## src/rtl/ntt_pkg.sv

```systemverilog
// Shared types and sizing for the NTT request arbiter slice.
package ntt_pkg;

    localparam int unsigned Q            = 3329;
    localparam int unsigned N_COEFF      = 8;
    localparam int unsigned COEFF_W      = 12;
    localparam int unsigned MAX_INFLIGHT = 8;
    localparam int unsigned CNT_W        = $clog2(MAX_INFLIGHT) + 1;

    typedef logic [COEFF_W-1:0]     coeff_t;
    typedef coeff_t [N_COEFF-1:0]   blk_t;
    typedef logic                   req_id_t;

    typedef enum logic {
        NTT_FWD = 1'b0,
        NTT_INV = 1'b1
    } ntt_mode_e;

    localparam req_id_t REQ0 = 1'b0;
    localparam req_id_t REQ1 = 1'b1;

    // Payload handed to the shared datapath
    typedef struct packed {
        logic mode;
        blk_t coeffs;
    } dp_req_t;

endpackage

```

## src/rtl/ntt_req_arbiter_if.sv

```systemverilog
// Handshake/bus bundle between two clients, the arbiter and the shared NTT datapath.
interface ntt_req_arbiter_if;
    import ntt_pkg::*;

    logic req0_valid;
    logic req0_ready;
    logic req0_mode;
    blk_t req0_coeffs;
    logic req1_valid;
    logic req1_ready;
    logic req1_mode;
    blk_t req1_coeffs;
    logic dp_valid_in;
    logic dp_mode;
    blk_t dp_coeffs;
    logic dp_valid_out;
    blk_t dp_coeffs_out;
    logic rsp0_valid;
    logic rsp1_valid;
    blk_t rsp_coeffs;
    logic busy;
    logic err_orphan;

    modport slave (
        input  req0_valid, req0_mode, req0_coeffs,
        input  req1_valid, req1_mode, req1_coeffs,
        input  dp_valid_out, dp_coeffs_out,
        output req0_ready, req1_ready,
        output dp_valid_in, dp_mode, dp_coeffs,
        output rsp0_valid, rsp1_valid, rsp_coeffs,
        output busy, err_orphan
    );

    modport master (
        output req0_valid, req0_mode, req0_coeffs,
        output req1_valid, req1_mode, req1_coeffs,
        output dp_valid_out, dp_coeffs_out,
        input  req0_ready, req1_ready,
        input  dp_valid_in, dp_mode, dp_coeffs,
        input  rsp0_valid, rsp1_valid, rsp_coeffs,
        input  busy, err_orphan
    );

endinterface

```

## src/rtl/ntt_tag_fifo.sv

```systemverilog
// Synchronous FIFO; a pop frees its slot before a same-cycle push claims one.
module ntt_tag_fifo #(
    parameter  int unsigned WIDTH = 1,
    parameter  int unsigned DEPTH = 8,
    localparam int unsigned PTR_W = $clog2(DEPTH) + 1
) (
    input  logic             clk,
    input  logic             rst,
    input  logic             push_i,
    input  logic [WIDTH-1:0] data_i,
    input  logic             pop_i,
    output logic [WIDTH-1:0] data_o,
    output logic             full_o,
    output logic             empty_o,
    output logic [PTR_W-1:0] count_o
);

    localparam int unsigned AW = $clog2(DEPTH);

    logic [WIDTH-1:0] mem_q [DEPTH];
    logic [PTR_W-1:0] wr_ptr_q;
    logic [PTR_W-1:0] rd_ptr_q;
    logic             pop_ok;
    logic             push_ok;

    assign count_o = wr_ptr_q - rd_ptr_q;
    assign empty_o = (count_o == '0);
    assign full_o  = (count_o == PTR_W'(DEPTH));
    assign data_o  = mem_q[rd_ptr_q[AW-1:0]];
    assign pop_ok  = pop_i && !empty_o;
    assign push_ok = push_i && (!full_o || pop_ok);

    always_ff @(posedge clk or posedge rst) begin
        if (rst) begin
            wr_ptr_q <= '0;
            rd_ptr_q <= '0;
            for (int unsigned i = 0; i < DEPTH; i++) begin
                mem_q[i] <= '0;
            end
        end else begin
            if (push_ok) begin
                mem_q[wr_ptr_q[AW-1:0]] <= data_i;
                wr_ptr_q                <= wr_ptr_q + PTR_W'(1);
            end
            if (pop_ok) begin
                rd_ptr_q <= rd_ptr_q + PTR_W'(1);
            end
        end
    end

endmodule

```

## src/rtl/ntt_req_arbiter.sv

```systemverilog
// Round-robin, credit-limited sharing of one NTT datapath between two clients,
// with tag tracking so each result returns to the client that issued it.
module ntt_req_arbiter
    import ntt_pkg::*;
(
    input  logic             clk,
    input  logic             r,
    ntt_req_arbiter_if.slave bus
);

    logic             grant0_c, grant1_c, grant_c;
    req_id_t          grant_id_c;
    req_id_t          tag_c;
    logic             tag_full_c, tag_empty_c;
    logic [CNT_W-1:0] inflight_c, inflight_d;
    logic             pop_c, orphan_c;

    req_id_t last_grant_q, last_grant_d;
    logic    dp_valid_q, dp_valid_d;
    dp_req_t dp_q, dp_d;
    logic    rsp0_q, rsp0_d, rsp1_q, rsp1_d;
    blk_t    rsp_coeffs_q, rsp_coeffs_d;
    logic    err_q, err_d;
    logic    busy_q, busy_d;

    // Grant decision uses the registered credit count only
    always_comb begin
        grant0_c = 1'b0;
        grant1_c = 1'b0;
        if (!r && !tag_full_c) begin
            if (bus.req0_valid && bus.req1_valid) begin
                grant0_c = (last_grant_q == REQ1);
                grant1_c = (last_grant_q == REQ0);
            end else begin
                grant0_c = bus.req0_valid;
                grant1_c = bus.req1_valid;
            end
        end
    end

    assign grant_c        = grant0_c | grant1_c;
    assign grant_id_c     = grant1_c ? REQ1 : REQ0;
    assign bus.req0_ready = grant0_c;
    assign bus.req1_ready = grant1_c;
    assign pop_c          = bus.dp_valid_out && !tag_empty_c;
    assign orphan_c       = bus.dp_valid_out && tag_empty_c;

    // Tag occupancy doubles as the in-flight credit count
    ntt_tag_fifo #(
        .WIDTH (1),
        .DEPTH (MAX_INFLIGHT)
    ) u_tag_fifo (
        .clk     (clk),
        .rst     (r),
        .push_i  (grant_c),
        .data_i  (grant_id_c),
        .pop_i   (bus.dp_valid_out),
        .data_o  (tag_c),
        .full_o  (tag_full_c),
        .empty_o (tag_empty_c),
        .count_o (inflight_c)
    );

    always_comb begin
        inflight_d   = inflight_c + CNT_W'(grant_c) - CNT_W'(pop_c);
        last_grant_d = grant_c ? grant_id_c : last_grant_q;
        dp_valid_d   = grant_c;
        dp_d         = dp_q;
        if (grant0_c) begin
            dp_d = '{mode: bus.req0_mode, coeffs: bus.req0_coeffs};
        end else if (grant1_c) begin
            dp_d = '{mode: bus.req1_mode, coeffs: bus.req1_coeffs};
        end
        rsp0_d       = pop_c && (tag_c == REQ0);
        rsp1_d       = pop_c && (tag_c == REQ1);
        rsp_coeffs_d = pop_c ? bus.dp_coeffs_out : rsp_coeffs_q;
        err_d        = err_q | orphan_c;
        busy_d       = (inflight_d != '0);
    end

    always_ff @(posedge clk or posedge r) begin
        if (r) begin
            last_grant_q <= REQ1;
            dp_valid_q   <= 1'b0;
            dp_q         <= '0;
            rsp0_q       <= 1'b0;
            rsp1_q       <= 1'b0;
            rsp_coeffs_q <= '0;
            err_q        <= 1'b0;
            busy_q       <= 1'b0;
        end else begin
            last_grant_q <= last_grant_d;
            dp_valid_q   <= dp_valid_d;
            dp_q         <= dp_d;
            rsp0_q       <= rsp0_d;
            rsp1_q       <= rsp1_d;
            rsp_coeffs_q <= rsp_coeffs_d;
            err_q        <= err_d;
            busy_q       <= busy_d;
        end
    end

    assign bus.dp_valid_in = dp_valid_q;
    assign bus.dp_mode     = dp_q.mode;
    assign bus.dp_coeffs   = dp_q.coeffs;
    assign bus.rsp0_valid  = rsp0_q;
    assign bus.rsp1_valid  = rsp1_q;
    assign bus.rsp_coeffs  = rsp_coeffs_q;
    assign bus.err_orphan  = err_q;
    assign bus.busy        = busy_q;

endmodule
```

## src/flat_wrapper.sv

```systemverilog
// flat-port wrapper written by rule: the top's interface ports become plain ports
module ntt_req_arbiter_flat import ntt_pkg::*;
  (clk, r, bus_req0_valid, bus_req0_mode, bus_req0_coeffs, bus_req1_valid, bus_req1_mode, bus_req1_coeffs, bus_dp_valid_out, bus_dp_coeffs_out, bus_req0_ready, bus_req1_ready, bus_dp_valid_in, bus_dp_mode, bus_dp_coeffs, bus_rsp0_valid, bus_rsp1_valid, bus_rsp_coeffs, bus_busy, bus_err_orphan);
  ntt_req_arbiter_if bus_i ();
  input  logic clk;
  input  logic r;
  input wire logic [$bits(bus_i.req0_valid)-1:0] bus_req0_valid;
  input wire logic [$bits(bus_i.req0_mode)-1:0] bus_req0_mode;
  input wire logic [$bits(bus_i.req0_coeffs)-1:0] bus_req0_coeffs;
  input wire logic [$bits(bus_i.req1_valid)-1:0] bus_req1_valid;
  input wire logic [$bits(bus_i.req1_mode)-1:0] bus_req1_mode;
  input wire logic [$bits(bus_i.req1_coeffs)-1:0] bus_req1_coeffs;
  input wire logic [$bits(bus_i.dp_valid_out)-1:0] bus_dp_valid_out;
  input wire logic [$bits(bus_i.dp_coeffs_out)-1:0] bus_dp_coeffs_out;
  output wire logic [$bits(bus_i.req0_ready)-1:0] bus_req0_ready;
  output wire logic [$bits(bus_i.req1_ready)-1:0] bus_req1_ready;
  output wire logic [$bits(bus_i.dp_valid_in)-1:0] bus_dp_valid_in;
  output wire logic [$bits(bus_i.dp_mode)-1:0] bus_dp_mode;
  output wire logic [$bits(bus_i.dp_coeffs)-1:0] bus_dp_coeffs;
  output wire logic [$bits(bus_i.rsp0_valid)-1:0] bus_rsp0_valid;
  output wire logic [$bits(bus_i.rsp1_valid)-1:0] bus_rsp1_valid;
  output wire logic [$bits(bus_i.rsp_coeffs)-1:0] bus_rsp_coeffs;
  output wire logic [$bits(bus_i.busy)-1:0] bus_busy;
  output wire logic [$bits(bus_i.err_orphan)-1:0] bus_err_orphan;
  assign bus_i.req0_valid = bus_req0_valid;
  assign bus_i.req0_mode = bus_req0_mode;
  assign bus_i.req0_coeffs = bus_req0_coeffs;
  assign bus_i.req1_valid = bus_req1_valid;
  assign bus_i.req1_mode = bus_req1_mode;
  assign bus_i.req1_coeffs = bus_req1_coeffs;
  assign bus_i.dp_valid_out = bus_dp_valid_out;
  assign bus_i.dp_coeffs_out = bus_dp_coeffs_out;
  assign bus_req0_ready = bus_i.req0_ready;
  assign bus_req1_ready = bus_i.req1_ready;
  assign bus_dp_valid_in = bus_i.dp_valid_in;
  assign bus_dp_mode = bus_i.dp_mode;
  assign bus_dp_coeffs = bus_i.dp_coeffs;
  assign bus_rsp0_valid = bus_i.rsp0_valid;
  assign bus_rsp1_valid = bus_i.rsp1_valid;
  assign bus_rsp_coeffs = bus_i.rsp_coeffs;
  assign bus_busy = bus_i.busy;
  assign bus_err_orphan = bus_i.err_orphan;
  ntt_req_arbiter u_core (.clk(clk), .r(r), .bus(bus_i));
endmodule
```

## config.mk

```make
export PLATFORM = sky130hd
export DESIGN_NAME = ntt_req_arbiter_flat
export DESIGN_NICKNAME = d
export VERILOG_FILES = /design/src/rtl/ntt_pkg.sv /design/src/rtl/ntt_req_arbiter_if.sv /design/src/rtl/ntt_tag_fifo.sv /design/src/rtl/ntt_req_arbiter.sv /design/src/flat_wrapper.sv
export SDC_FILE = /design/constraint.sdc
export NUM_CORES = 1
export LEC_CHECK = 0
export ABC_AREA = 1
export CORE_AREA = 4 4 191 193
export CTS_CLUSTER_DIAMETER = 200
export DETAILED_ROUTE_END_ITERATION = 12
export DIE_AREA = 0 0 195 197
export SLEW_MARGIN = 20
export SYNTH_ARGS = -nofsm -noshare
export SYNTH_HDL_FRONTEND = slang
export SYNTH_SLANG_ARGS = --single-unit
export TNS_END_PERCENT = 5
```

## constraint.sdc

```tcl
create_clock -name clk -period 10.9 [get_ports clk]
set_input_delay 1.09 -clock clk [delete_from_list [all_inputs] [get_ports clk]]
set_output_delay 1.09 -clock clk [all_outputs]
set_load 0.005 [all_outputs]
```

# Word level (Yosys, flattened, before mapping)
# Index checks and enable logic that the tools add are counted.
op_classes:
  magnitude_cmp: 3
  n_reduce_logical: 15
  bitwise_logic: 6
  eq_ne: 1
  n_mux: 13
  addsub: 5
ops:
  columns: ["operator", "count"]
  rows:
  - ["97-bit two-way mux", 2]
  - ["4-bit by 1-bit adder with 4-bit output, second input constant", 2]
  - ["8-bit bitwise mux", 1]
  - ["4-bit >= comparator, second input constant", 2]
  - ["1-bit logical AND", 8]
  - ["1-bit two-way mux", 8]
  - ["3-bit NOT with 4-bit output", 2]
  - ["4-bit by 1-bit adder with 4-bit output", 1]
  - ["4-bit == test, second input constant", 1]
  - ["4-bit zero test", 1]
  - ["4-bit by 1-bit less-than comparator with 1-bit output, second input constant", 1]
  - ["4-bit nonzero test", 1]
  - ["4-bit by 1-bit subtractor with 4-bit output", 1]
  - ["4-bit subtractor", 1]
  - ["1-bit binary-select mux with 3-bit select", 1]
  - ["1-bit demux with 3-bit select", 1]
  - ["1-bit zero test", 3]
  - ["1-bit NOT", 2]
  - ["1-bit OR", 2]
  - ["2-bit nonzero test", 1]
  - ["1-bit logical OR", 1]
totals:
  reg_bits: 215
  out_inout_bits: 200
  in_bits: 295

# Logic depth before layout (Yosys ltp)
# Gate-level depths: netlist of run 1.
logic_depth:
  depth_word: 9
  mapped_depth: 19
  mapped_depth_nobuf: 18

# Modules after synthesis
# Synthesis of run 1 repeated with hierarchy kept, for this count alone.
unflattened:
  hier_cells: 1429
  area_unflattened_um2: 10695.3
modules_own_cells:
  columns: ["mod", "seq_area_each_um2", "instances", "cells_per_inst", "area_per_inst_um2"]
  rows:
  - ["ntt_req_arbiter", 4981.0, 1, 1289, 9596.7]
  - ["ntt_tag_fifo", 400.4, 1, 140, 1098.6]

# Worst setup path after synthesis of run 1
# No wires, ideal clock.
synth_path:
  kind: "input -> register"
  from: "input port r"
  to: "register u_core.dp_q, in the netlist u_core.bus.dp_coeffs[20]"
  required_time_ns: 10.772
  cell_stages: 5
  setup_slack_ns: 2.628
  path_buffers: 1
  t_arrival_ns: 8.144
  setup_ns: 0.128
  cell_sequence: "inv_2 buf_1 nand4_1 nand3_1 nand2_1"
synth_between:
  elab_chain_cells: 4
  elab_cells_between_ends: 6
synth_rtl:
  columns: ["element", "line_no", "source"]
  rows:
  - ["from (decl)", "flat_wrapper.sv:6", "input logic r;"]
  - ["1-bit zero test (no source line) (*)", null, null]
  - ["1-bit logical AND (*)", "ntt_req_arbiter.sv:30", "if (!r && !tag_full_c) begin"]
  - ["1-bit two-way mux", "ntt_req_arbiter.sv:30", null]
  - ["97-bit two-way mux / 2-bit nonzero test (equally long branches)", null, null]
  - ["to (signal assigned)", "ntt_req_arbiter.sv:94", "dp_q <= dp_d;"]
  - ["to (decl)", "ntt_req_arbiter.sv:20", "dp_req_t dp_q, dp_d;"]
# Every way passes the cells marked *; elsewhere a longest branch is shown, timed or not.
# A chain may end at the register's enable or synchronous reset.

# Worst setup path in the final report of run 1
layout_path:
  from: "register u_core.u_tag_fifo.wr_ptr_q[0]"
  to: "output port bus_req0_ready"
layout_between:
  elab_chain_cells: 5
layout_rtl:
  columns: ["element", "line_no", "source"]
  rows:
  - ["from (decl)", "ntt_tag_fifo.sv:21", "logic [PTR_W-1:0] wr_ptr_q;"]
  - ["from (signal assigned)", "ntt_tag_fifo.sv:43", "wr_ptr_q <= wr_ptr_q + PTR_W'(1);"]
  - ["4-bit subtractor", "ntt_tag_fifo.sv:26", "assign count_o = wr_ptr_q - rd_ptr_q;"]
  - ["4-bit == test", "ntt_tag_fifo.sv:28", "assign full_o = (count_o == PTR_W'(DEPTH));"]
  - ["1-bit zero test", "ntt_req_arbiter.sv:30", null]
  - ["1-bit logical AND", "ntt_req_arbiter.sv:30", null]
  - ["1-bit two-way mux", "ntt_req_arbiter.sv:30", null]
  - ["to (decl)", "flat_wrapper.sv:15", "output wire logic [$bits(bus_i.req0_ready)-1:0] bus_req0_ready;"]
# No other way between the ends.

==> results by group, run 1 <==
Clock tree
  – Setup Fix Bufs, Post-CTS: 0
  – CTS tree: built
  – Clk slew on worst S/H paths: 60 ps
  – Post-CTS resize count: 0
  – # H-tree levels: 1
  – Clk buf depth: 3
  – CTS Hold Bufs: 0
  – Clk_lat worst skew: 530 ps
  – TritonCTS Buffers: 27
  – Root buf cell: clkbuf_16
  – TritonCTS Sinks: 215

Drt
  – Via count: 10,800
  – First-pass DRT Iterations: 5
  – Detailed-route DRC error count: 0
  – Routed len/inst: 17.1 um
  – Iteration-0 DRC Markers: 593
  – Vias per inst: 4.62
  – Total Wirelength: 39,900 um
  – Number of antenna-violating nets in the routed design: 0

Timing
  – Setup TNS: 0 ps
  – F_max: 0.170 GHz
  – Minimum clock period: 5870 ps
  – Final hold vios: 0
  – Rel. slew slack: 27.9%
  – Final Setup Violations: 0
  – Unrepaired setup endpoints after global routing: false
  – Final Cycle Share: 53.9%
  – Slew Viols, Final: 0
  – Worst clock skew: 12.7 ps
  – Slew @ Worst Pin: 1080 ps
  – Setup ws final: 5030 ps

Setup path
  – Data arrival, critical path: 4780 ps
  – Worst Path Class, Setup: flop to primary output
  – CP startpoint kind: flop
  – Beginning of the critical path: u_core.u_tag_fifo.wr_ptr_q[0]$_DFFE_PP0P_
  – Nature of the critical path endpoint: primary output
  – FF-to-FF End: u_core.bus.busy$_DFF_PP0_
  – Worst r2r src: u_core.u_tag_fifo.wr_ptr_q[0]$_DFFE_PP0P_
  – Flop-to-flop setup slack: 5480 ps
  – Critical path peak fanout: 73
  – Req. time, crit path: 9810 ps
  – Setup crit end: bus_req0_ready
  – Worst r2r path cells: 16

Yosys
  – Synth warn: 0
  – Mapped cell area: 10,700 um^2
  – Mapped Nets: 1,729
  – Ys flop type: dfrtp_1
  – Seq/Total Area, Yosys: 50.2%
  – Library cells used by synthesis: 25
  – Mapped Avg Cell Area: 7.54 um^2
  – Top cell type's share of synthesized area: 49.9%
  – Number of flops mapped to enable cells by yosys: 0
  – Synth area leaders: dfrtp_1 (50%), nand2_1 (19%), nand3_1 (10%)
  – Post-synthesis register bit count: 215
  – Post-synth ARST share: 100%
  – Mapped Cells: 1,422
  – Synth area leader: dfrtp_1

Finish
  – Area growth syn-to-layout: 56.5%
  – Ratio of cells with drive above 1 in the final layout: 3.20%
  – Fill cell count: 3,408
  – Net count reported at finish: 2,164

Global routing
  – GRT overflow: 0
  – Initial antenna violation count: 2
  – Total track usage: 19.7%
  – First-pass GRT wire length: 61,600 um
  – Largest net degree at the start of global routing: 170
  – Vias in the first global route: 10,800

Floorplanning
  – Starting Density: 31.0%
  – Die area: 38,400 um^2
  – Core Box Area: 34,500 um^2
  – Die Height: 197 um
  – Die W: 195 um
  – IO Count: 495
  – Row count: 68

Worst hold path
  – Min-Delay Path Class: flop to flop

Outcome
  – Status: finished, final reports clean

Placement
  – Worst slack at placement: 5010 ps
  – Dpl hpwl: 27,900 um
  – Gpl congestion: 0.892
  – Number of I/O port buffers: 494

Power
  – P_leak: 8.54 nW
  – Maximum VDD drop: 167 uV
  – Cell Pwr Density: 273 nW/um^2

Flow run
  – Max-Cap Viols: 0
[registers in the layout (all words and copies together) (netlist names)]
name / cells
u_core.bus.dp_valid_in: 1
u_core.bus.dp_mode: 1
u_core.bus.busy: 1
u_core.bus.rsp1_valid: 1
u_core.u_tag_fifo.mem_q: 8
u_core.bus.dp_coeffs: 96
u_core.u_tag_fifo.wr_ptr_q: 4
u_core.last_grant_q: 1
u_core.bus.rsp_coeffs: 96
u_core.bus.rsp0_valid: 1
u_core.u_tag_fifo.rd_ptr_q: 4
u_core.bus.err_orphan: 1
[report_power, final]
part | internal [mW] | switching [mW] | leakage (nW)
clock | 0.528 | 0.355 | 0.433
combinational | 1.10 | 1.16 | 5.49
sequential | 1.20 | 0.246 | 2.62
[cells in the final DEF (no fill, tap or decap)]
cell type	count
buf_4	7
clkbuf_16	27
nand2_8	1
diode_2	2
dfrtp_1	214
nand3_4	3
nand2_1	531
xnor2_1	3
ha_1	10
inv_8	1
clkinv_2	7
nand3_1	217
a21oi_1	6
clkinv_4	1
o21ai_0	3
clkdlybuf4s50_1	494
nor3_1	7
nand2_4	2
inv_1	218
o211a_1	1
clkbuf_1	6
xor2_1	3
inv_6	1
buf_12	1
dfstp_2	1
o21bai_1	1
inv_2	2
nand4_1	97
bufinv_16	2
fa_1	2
nand3b_1	1
clkbuf_8	4
nor2_1	2
[layer usage]
metal	vias to the layer above	part of all wire (%)	GRT usage, %
li1	5307	-	-
met3	79	5.8	3.85
met5	-	0	0
met2	351	50	33.8
met1	5032	40	24.7
met4	0	3.8	7.40
[worst min path at each step]
stage | start | endpoint | slack (ps) | depth (start not counted)
after floorplan | u_core.u_tag_fifo.mem_q[1]$_DFFE_PP0P_ | u_core.u_tag_fifo.mem_q[1]$_DFFE_PP0P_ | 440 | 2
after global placement | u_core.u_tag_fifo.mem_q[6]$_DFFE_PP0P_ | u_core.u_tag_fifo.mem_q[6]$_DFFE_PP0P_ | 460 | 2
after detailed placement | u_core.u_tag_fifo.mem_q[7]$_DFFE_PP0P_ | u_core.u_tag_fifo.mem_q[7]$_DFFE_PP0P_ | 460 | 2
after CTS | u_core.u_tag_fifo.mem_q[7]$_DFFE_PP0P_ | u_core.u_tag_fifo.mem_q[7]$_DFFE_PP0P_ | 470 | 2
after global routing | u_core.u_tag_fifo.mem_q[7]$_DFFE_PP0P_ | u_core.u_tag_fifo.mem_q[7]$_DFFE_PP0P_ | 490 | 2
final | u_core.u_tag_fifo.mem_q[5]$_DFFE_PP0P_ | u_core.u_tag_fifo.mem_q[5]$_DFFE_PP0P_ | 470 | 2
[per-stage QoR]
stage / std cells / area (um^2) / total power [mW] / util (%) / hold WS [ps]
3_5_place_dp: 2283 / 15900 / 3.73 / 46.1 / 460
4_1_cts: 2331 / 16800 / 4.65 / 48.6 / 474
3_3_place_gp: 2283 / 15900 / 3.70 / 46.1 / 457
5_1_grt: 2333 / 16800 / 4.94 / 48.6 / 488
2_1_floorplan: 1422 / 10700 / 2.51 / - / 441
6_report: 2333 / 16800 / 4.58 / 48.6 / 471
[logic make-up (layout without fill, tap and decap cells)]
family / Yosys count / count (layout) / share of synthesized area (%)
buf+inv: 317 / 771 / 11.9
other cells: 0 / 2 / 0
fa+ha+maj: 12 / 12 / 1.54
xor+xnor: 6 / 6 / 0.490
flops: 215 / 215 / 50.2
compound gates: 11 / 11 / 0.583
simple gates: 861 / 861 / 35.3
[cell type report]
cell class / count / area (um^2) / area share, %
antenna: 2 / 5.00 / 0.0298
clock buffer: 37 / 753 / 4.49
clock inverter: 11 / 113 / 0.671
inverter: 221 / 837 / 4.99
multi-input combinational: 890 / 4110 / 24.5
sequential: 215 / 5380 / 32.1
tap: 455 / 569 / 3.39
timing repair buffer: 502 / 5020 / 29.9
[worst max-delay path, stage by stage, from the launching register on]
cell,delay (ps)
dfrtp_1,460
inv_1,170
ha_1,160
inv_1,60
fa_1,370
xnor2_1,190
ha_1,250
nand3_4,300
buf_4,770
nand3_4,640
inv_1,290
clkdlybuf4s50_1,540
[synth_stat cells (6+ instances only)]
library cell	count
a21oi_1	6
buf_2	43
buf_4	10
clkbuf_1	41
dfrtp_1	214
ha_1	10
inv_1	218
nand2_1	533
nand3_1	218
nand4_1	97
nor3_1	7
(Power assumes the default switching activity.)
==> inputs of run 2 (changes only) <==
Settings changed: CORE_AREA 4 4 191 193 to 4 4 189 191, DIE_AREA 0 0 195 197 to 0 0 193 195, PLACE_DENSITY set to 0.66.
Clock period 10.9 ns to 5 ns, I/O delays scaled along.
==> run 2 against run 1 <==
  * Global-route usage up 0.38 points
  * Power rose by 120%
  * Final area is 0.27% higher
  * Critical path depth unchanged
  * Critical endpoint unchanged
  * Count of clock-buffer cells in the layout grew 7
  * Sequential share of layout area down 0.086 points
  * Sequential power grew 120%
  * Non-clock buffer count is 3 higher
  * Wire length fell by 0.47%
  * Die area decreased by 2.0%
  * Via count up 1.5%
  * Clock skew increased by 2.7 ps
==> results by group, run 2 (synthesis gave the netlist of run 1 again) <==
Timing
  – Unrepaired setup endpoints after global routing: false
  – Slew @ Worst Pin: 1140 ps
  – Minimum clock period: 4240 ps
  – Final Cycle Share: 84.7%
  – F_max: 0.236 GHz
  – Slew Viols, Final: 0
  – Final Setup Violations: 0
  – Final hold vios: 0
  – Setup TNS: 0 ps
  – Rel. slew slack: 23.9%
  – Worst clock skew: 15.5 ps

Floorplanning
  – IO Count: 495
  – Die W: 193 um
  – Row count: 68
  – Die area: 37,600 um^2
  – Core Box Area: 34,100 um^2
  – Starting Density: 31.4%
  – Die Height: 195 um

Drt
  – Vias per inst: 4.68
  – Via count: 10,900
  – Routed len/inst: 17.0 um
  – Total Wirelength: 39,700 um
  – Iteration-0 DRC Markers: 610
  – First-pass DRT Iterations: 5
  – Detailed-route DRC error count: 0
  – Number of antenna-violating nets in the routed design: 0

Setup path
  – FF-to-FF End: u_core.bus.busy$_DFF_PP0_
  – Worst r2r path cells: 15
  – Req. time, crit path: 4500 ps
  – Worst Path Class, Setup: flop to primary output
  – Data arrival, critical path: 3740 ps
  – Setup crit end: bus_req0_ready
  – CP startpoint kind: flop
  – Critical path peak fanout: 197
  – Nature of the critical path endpoint: primary output
  – Flop-to-flop setup slack: 1460 ps
  – Worst r2r src: u_core.u_tag_fifo.wr_ptr_q[0]$_DFFE_PP0P_
  – Beginning of the critical path: u_core.u_tag_fifo.wr_ptr_q[0]$_DFFE_PP0P_

Power
  – Maximum VDD drop: 565 uV
  – P_leak: 8.57 nW
  – Cell Pwr Density: 593 nW/um^2

Finish
  – Commonest non-fill, non-tap cell in the layout: nand2_1
  – Non-Filler Instances: 2,337
  – Ratio of cells with drive above 1 in the final layout: 3.30%
  – Final instance area: 16,800 um^2
  – Net count reported at finish: 2,166
  – Fin util: 49.3%
  – Commonest cells after routing, fill and taps aside: nand2_1 (531), clkdlybuf4s50_1 (494), inv_1 (218)
  – Area growth syn-to-layout: 56.9%

Placement
  – Number of I/O port buffers: 494
  – Placement-stage cell area: 15,900 um^2
  – Dpl hpwl: 27,200 um
  – Post-placement cell count: 2,285
  – Gpl congestion: 0.822

Clock tree
  – Clk_lat worst skew: 530 ps
  – Post-CTS resize count: 0
  – Setup Fix Bufs, Post-CTS: 0
  – TritonCTS Sinks: 215
  – CTS Hold Bufs: 0
  – Clk slew on worst S/H paths: 60 ps
  – Clk buf depth: 3
  – TritonCTS Buffers: 26
  – Root buf cell: clkbuf_16
  – CTS tree: built
  – # H-tree levels: 1

Worst hold path
  – Min-Delay Path Class: primary input to async pin

Global routing
  – Initial antenna violation count: 5
  – Vias in the first global route: 10,800
  – Largest net degree at the start of global routing: 198
  – GRT overflow: 0
  – First-pass GRT wire length: 60,600 um
  – Total track usage: 20.0%

Outcome
  – Status: finished, final reports clean

Flow run
  – Max-Cap Viols: 0
-- run 2: changes by cell type in the layout (fill, tap and decap cells not counted), sizes merged --
cell,delta
diode,+1
buf,+3
clkbuf,+7
bufinv,-2
clkinv,-4
inv,-1
-- run 2: layout make-up --
| cell class | count | area, um^2 |
|---|---|---|
| inverter | 221 | 837 |
| fill | 3268 | 17300 |
| clock buffer | 44 | 840 |
| timing repair buffer | 505 | 5080 |
| clock inverter | 4 | 20.0 |
| multi-input combinational | 890 | 4100 |
| antenna | 3 | 7.51 |
| sequential | 215 | 5380 |
| tap | 455 | 569 |
-- run 2: metal layers --
metal	global-route usage, %	vias to the layer above	wire length, um
met5	0	-	27
met4	8.26	4	1750
met3	4.88	99	3100
met2	32.9	392	19200
met1	25.3	5128	15700
li1	-	5311	-
-- run 2: stage by stage --
stage          hold WS (ps)  setup WS [ps]  power (mW)
6_report                346            765        9.99
5_1_grt                 358            508        10.8
4_1_cts                 343            701        10.1
3_5_place_dp            464           1290        8.13
3_3_place_gp            457           1290        8.02
2_1_floorplan           441            307        5.48
-- run 2: worst min path at each step --
| stage | start | to | cells past startpoint |
|---|---|---|---|
| 3_3_place_gp | u_core.u_tag_fifo.mem_q[5]$_DFFE_PP0P_ | u_core.u_tag_fifo.mem_q[5]$_DFFE_PP0P_ | 2 |
| 6_report | r | u_core.bus.dp_coeffs[64]$_DFFE_PP0P_ | 2 |
| 4_1_cts | r | u_core.bus.rsp_coeffs[56]$_DFFE_PP0P_ | 2 |
| 5_1_grt | r | u_core.bus.rsp_coeffs[70]$_DFFE_PP0P_ | 2 |
| 2_1_floorplan | u_core.u_tag_fifo.mem_q[1]$_DFFE_PP0P_ | u_core.u_tag_fifo.mem_q[1]$_DFFE_PP0P_ | 2 |
| 3_5_place_dp | u_core.bus.rsp_coeffs[35]$_DFFE_PP0P_ | u_core.bus.rsp_coeffs[35]$_DFFE_PP0P_ | 2 |
-- run 2: where the power goes --
group / total (mW) / switching [mW] / internal, mW
combinational: 4.98 / 2.56 / 2.42
clock: 1.89 / 0.753 / 1.13
sequential: 3.13 / 0.519 / 2.61
total: 9.99 / 3.83 / 6.16
-- run 2: worst max-delay path: stages (launching register included) --
cell and delay, ps:
dfrtp_1 450, inv_1 180, ha_1 160, inv_1 60, fa_1 370, xnor2_1 280, ha_1 250, nand3_4 120
nand3_4 140, buf_12 550, inv_1 80, clkdlybuf4s50_1 470
==> inputs of run 3 (changes only) <==
Settings changed: CORE_AREA 4 4 189 191 to 4 4 191 193, DIE_AREA 0 0 193 195 to 0 0 195 197, PLACE_DENSITY 0.66 to unset.
Clock period 5 ns to 3.9 ns, I/O delays scaled along.
==> run 3 against run 2 <==
  * Via count down 0.85%
  * Register-to-register slack worse by 670 ps
  * First-iteration DRC count down 12%
  * Final area rose by 0.48%
  * Combinational power is 28% higher
  * Power rose by 30%
  * Sequential share of layout area is 0.15 points lower
  * Clock skew is 0.60 ps higher
  * Final cell count is essentially flat
  * Non-clock buffer count grew 2
  * Setup slack worse by 450 ps
  * Largest power group unchanged
==> results by group, run 3 (synthesis gave the netlist of run 1 again) <==
Worst hold path
  – Min-Delay Path Class: primary input to async pin

Clock tree
  – CTS Hold Bufs: 0
  – Clk_lat worst skew: 550 ps
  – CTS tree: built
  – Clk buf depth: 3
  – TritonCTS Buffers: 27
  – Root buf cell: clkbuf_16
  – # H-tree levels: 1
  – Post-CTS resize count: 0
  – Setup Fix Bufs, Post-CTS: 0
  – Clk slew on worst S/H paths: 60 ps
  – TritonCTS Sinks: 215

Placement
  – Number of I/O port buffers: 494
  – Placement-stage cell area: 16,000 um^2
  – Worst slack at placement: 745 ps
  – Gpl congestion: 0.825
  – Dpl hpwl: 27,900 um

Floorplanning
  – Starting Density: 31.0%
  – IO Count: 495
  – Die Height: 197 um
  – Row count: 68
  – Die area: 38,400 um^2
  – Die W: 195 um
  – Core Box Area: 34,500 um^2

Global routing
  – Total track usage: 19.7%
  – First-pass GRT wire length: 61,000 um
  – Vias in the first global route: 10,700
  – Initial antenna violation count: 5
  – Largest net degree at the start of global routing: 178
  – GRT overflow: 0

Setup path
  – Data arrival, critical path: 3200 ps
  – CP startpoint kind: flop
  – CP peak stage delay: 570 ps
  – Buf/Inv on CP: 4
  – Worst r2r src: u_core.u_tag_fifo.wr_ptr_q[0]$_DFFE_PP0P_
  – CP Cell Sequence: inv_1 -> ha_1 -> inv_1 -> fa_1 -> xnor2_1 -> ha_1 -> nand3_4 -> nand3_4 -> inv_2 -> clkdlybuf4s50_1
  – Critical path peak fanout: 9
  – Nature of the critical path endpoint: primary output
  – Beginning of the critical path: u_core.u_tag_fifo.wr_ptr_q[0]$_DFFE_PP0P_
  – Delay-heaviest family, CP: buffers and inverters
  – Worst Path Class, Setup: flop to primary output
  – Highest-delay cell along the critical path: clkdlybuf4s50_1
  – Req. time, crit path: 3510 ps

Timing
  – Worst clock skew: 16.0 ps
  – F_max: 0.279 GHz
  – Setup TNS: 0 ps
  – Slew Viols, Final: 0
  – Final Hold Slack: 292 ps
  – Rel. slew slack: 26.7%
  – Final Setup Violations: 0
  – Final Cycle Share: 92.0%
  – Minimum clock period: 3590 ps
  – Unrepaired setup endpoints after global routing: false
  – Slew @ Worst Pin: 1100 ps
  – Setup ws final: 311 ps
  – Final hold vios: 0

Drt
  – Vias per inst: 4.63
  – Via count: 10,800
  – Routed len/inst: 17.1 um
  – First-pass DRT Iterations: 5
  – Total Wirelength: 40,000 um
  – Iteration-0 DRC Markers: 535
  – Detailed-route DRC error count: 0
  – Number of antenna-violating nets in the routed design: 0

Power
  – Cell Pwr Density: 766 nW/um^2
  – Comb power frac: 49.3%
  – Flop pwr share: 30.8%
  – Clock power frac: 19.9%
  – P_leak: 8.60 nW
  – Switching portion of total power: 38.0%
  – Psw: 4.93 mW
  – Maximum VDD drop: 480 uV
  – Pint: 8.03 mW

Finish
  – Fill cell count: 3,398
  – Area growth syn-to-layout: 57.7%
  – Commonest non-fill, non-tap cell in the layout: nand2_1
  – Net count reported at finish: 2,169
  – Final instance area: 16,900 um^2
  – Ratio of cells with drive above 1 in the final layout: 3.41%
  – Commonest cells after routing, fill and taps aside: nand2_1 (531), clkdlybuf4s50_1 (494), inv_1 (218)

Flow run
  – Max-Cap Viols: 0

Outcome
  – Status: finished, final reports clean
## run 3: cell count changes in the layout (fill, tap and decap cells not counted), moves of 2 or more
cell	before	now
clkinv_2	4	1
buf_6	2	0
clkbuf_8	10	6
clkbuf_1	7	5
diode_2	3	5
clkinv_4	0	2
bufinv_16	0	3
buf_4	6	9
buf_12	2	4
## run 3: final cells by class
cell class                 count  area, um^2  share of cell area [%]
tap                          455         569                    3.37
inverter                     221         837                    4.95
sequential                   215        5380                    31.8
clock buffer                  38         777                    4.59
multi-input combinational    890        4100                    24.3
clock inverter                 8         140                   0.829
timing repair buffer         507        5090                    30.1
antenna                        5        12.5                  0.0740
## run 3: power groups by stage
| stage | clock [mW] | combinational (mW) | sequential (mW) |
|---|---|---|---|
| 2_1_floorplan | 0 | 2.99 | 4.03 |
| 3_3_place_gp | 0 | 6.44 | 3.98 |
| 3_5_place_dp | 0 | 6.49 | 3.99 |
| 4_1_cts | 2.67 | 6.52 | 3.99 |
| 5_1_grt | 2.75 | 7.06 | 4.14 |
| 6_report | 2.58 | 6.39 | 3.99 |
## run 3: metrics by stage
| step | total power, mW | cells | util [%] |
|---|---|---|---|
| finish | 13.0 | 2339 | 49.0 |
| global route | 14.0 | 2339 | 49.0 |
| CTS | 13.2 | 2334 | 48.9 |
| detailed placement | 10.5 | 2288 | 46.3 |
| global placement | 10.4 | 2288 | 46.3 |
| floorplan | 7.02 | 1422 | - |
## run 3: routing by layer
layer | global-route usage [%] | wire (um) | share of wire (%)
met1 | 24.4 | 15900 | 40
met2 | 33.8 | 20100 | 50
met3 | 4.00 | 2510 | 6.3
met4 | 7.65 | 1490 | 3.7
met5 | 0 | 0 | 0
## run 3: worst paths after layout
path	to	slack (ps)	cells past startpoint
max in group asynchronous	u_core.bus.dp_coeffs[24]$_DFFE_PP0P_	2130	4
min in group clk	u_core.bus.rsp_coeffs[95]$_DFFE_PP0P_	370	3
min reg2reg	u_core.u_tag_fifo.mem_q[7]$_DFFE_PP0P_	470	2
max	bus_req1_ready	310	10
max reg2reg	u_core.bus.rsp_coeffs[78]$_DFFE_PP0P_	790	12
min	u_core.u_tag_fifo.wr_ptr_q[1]$_DFFE_PP0P_	290	2
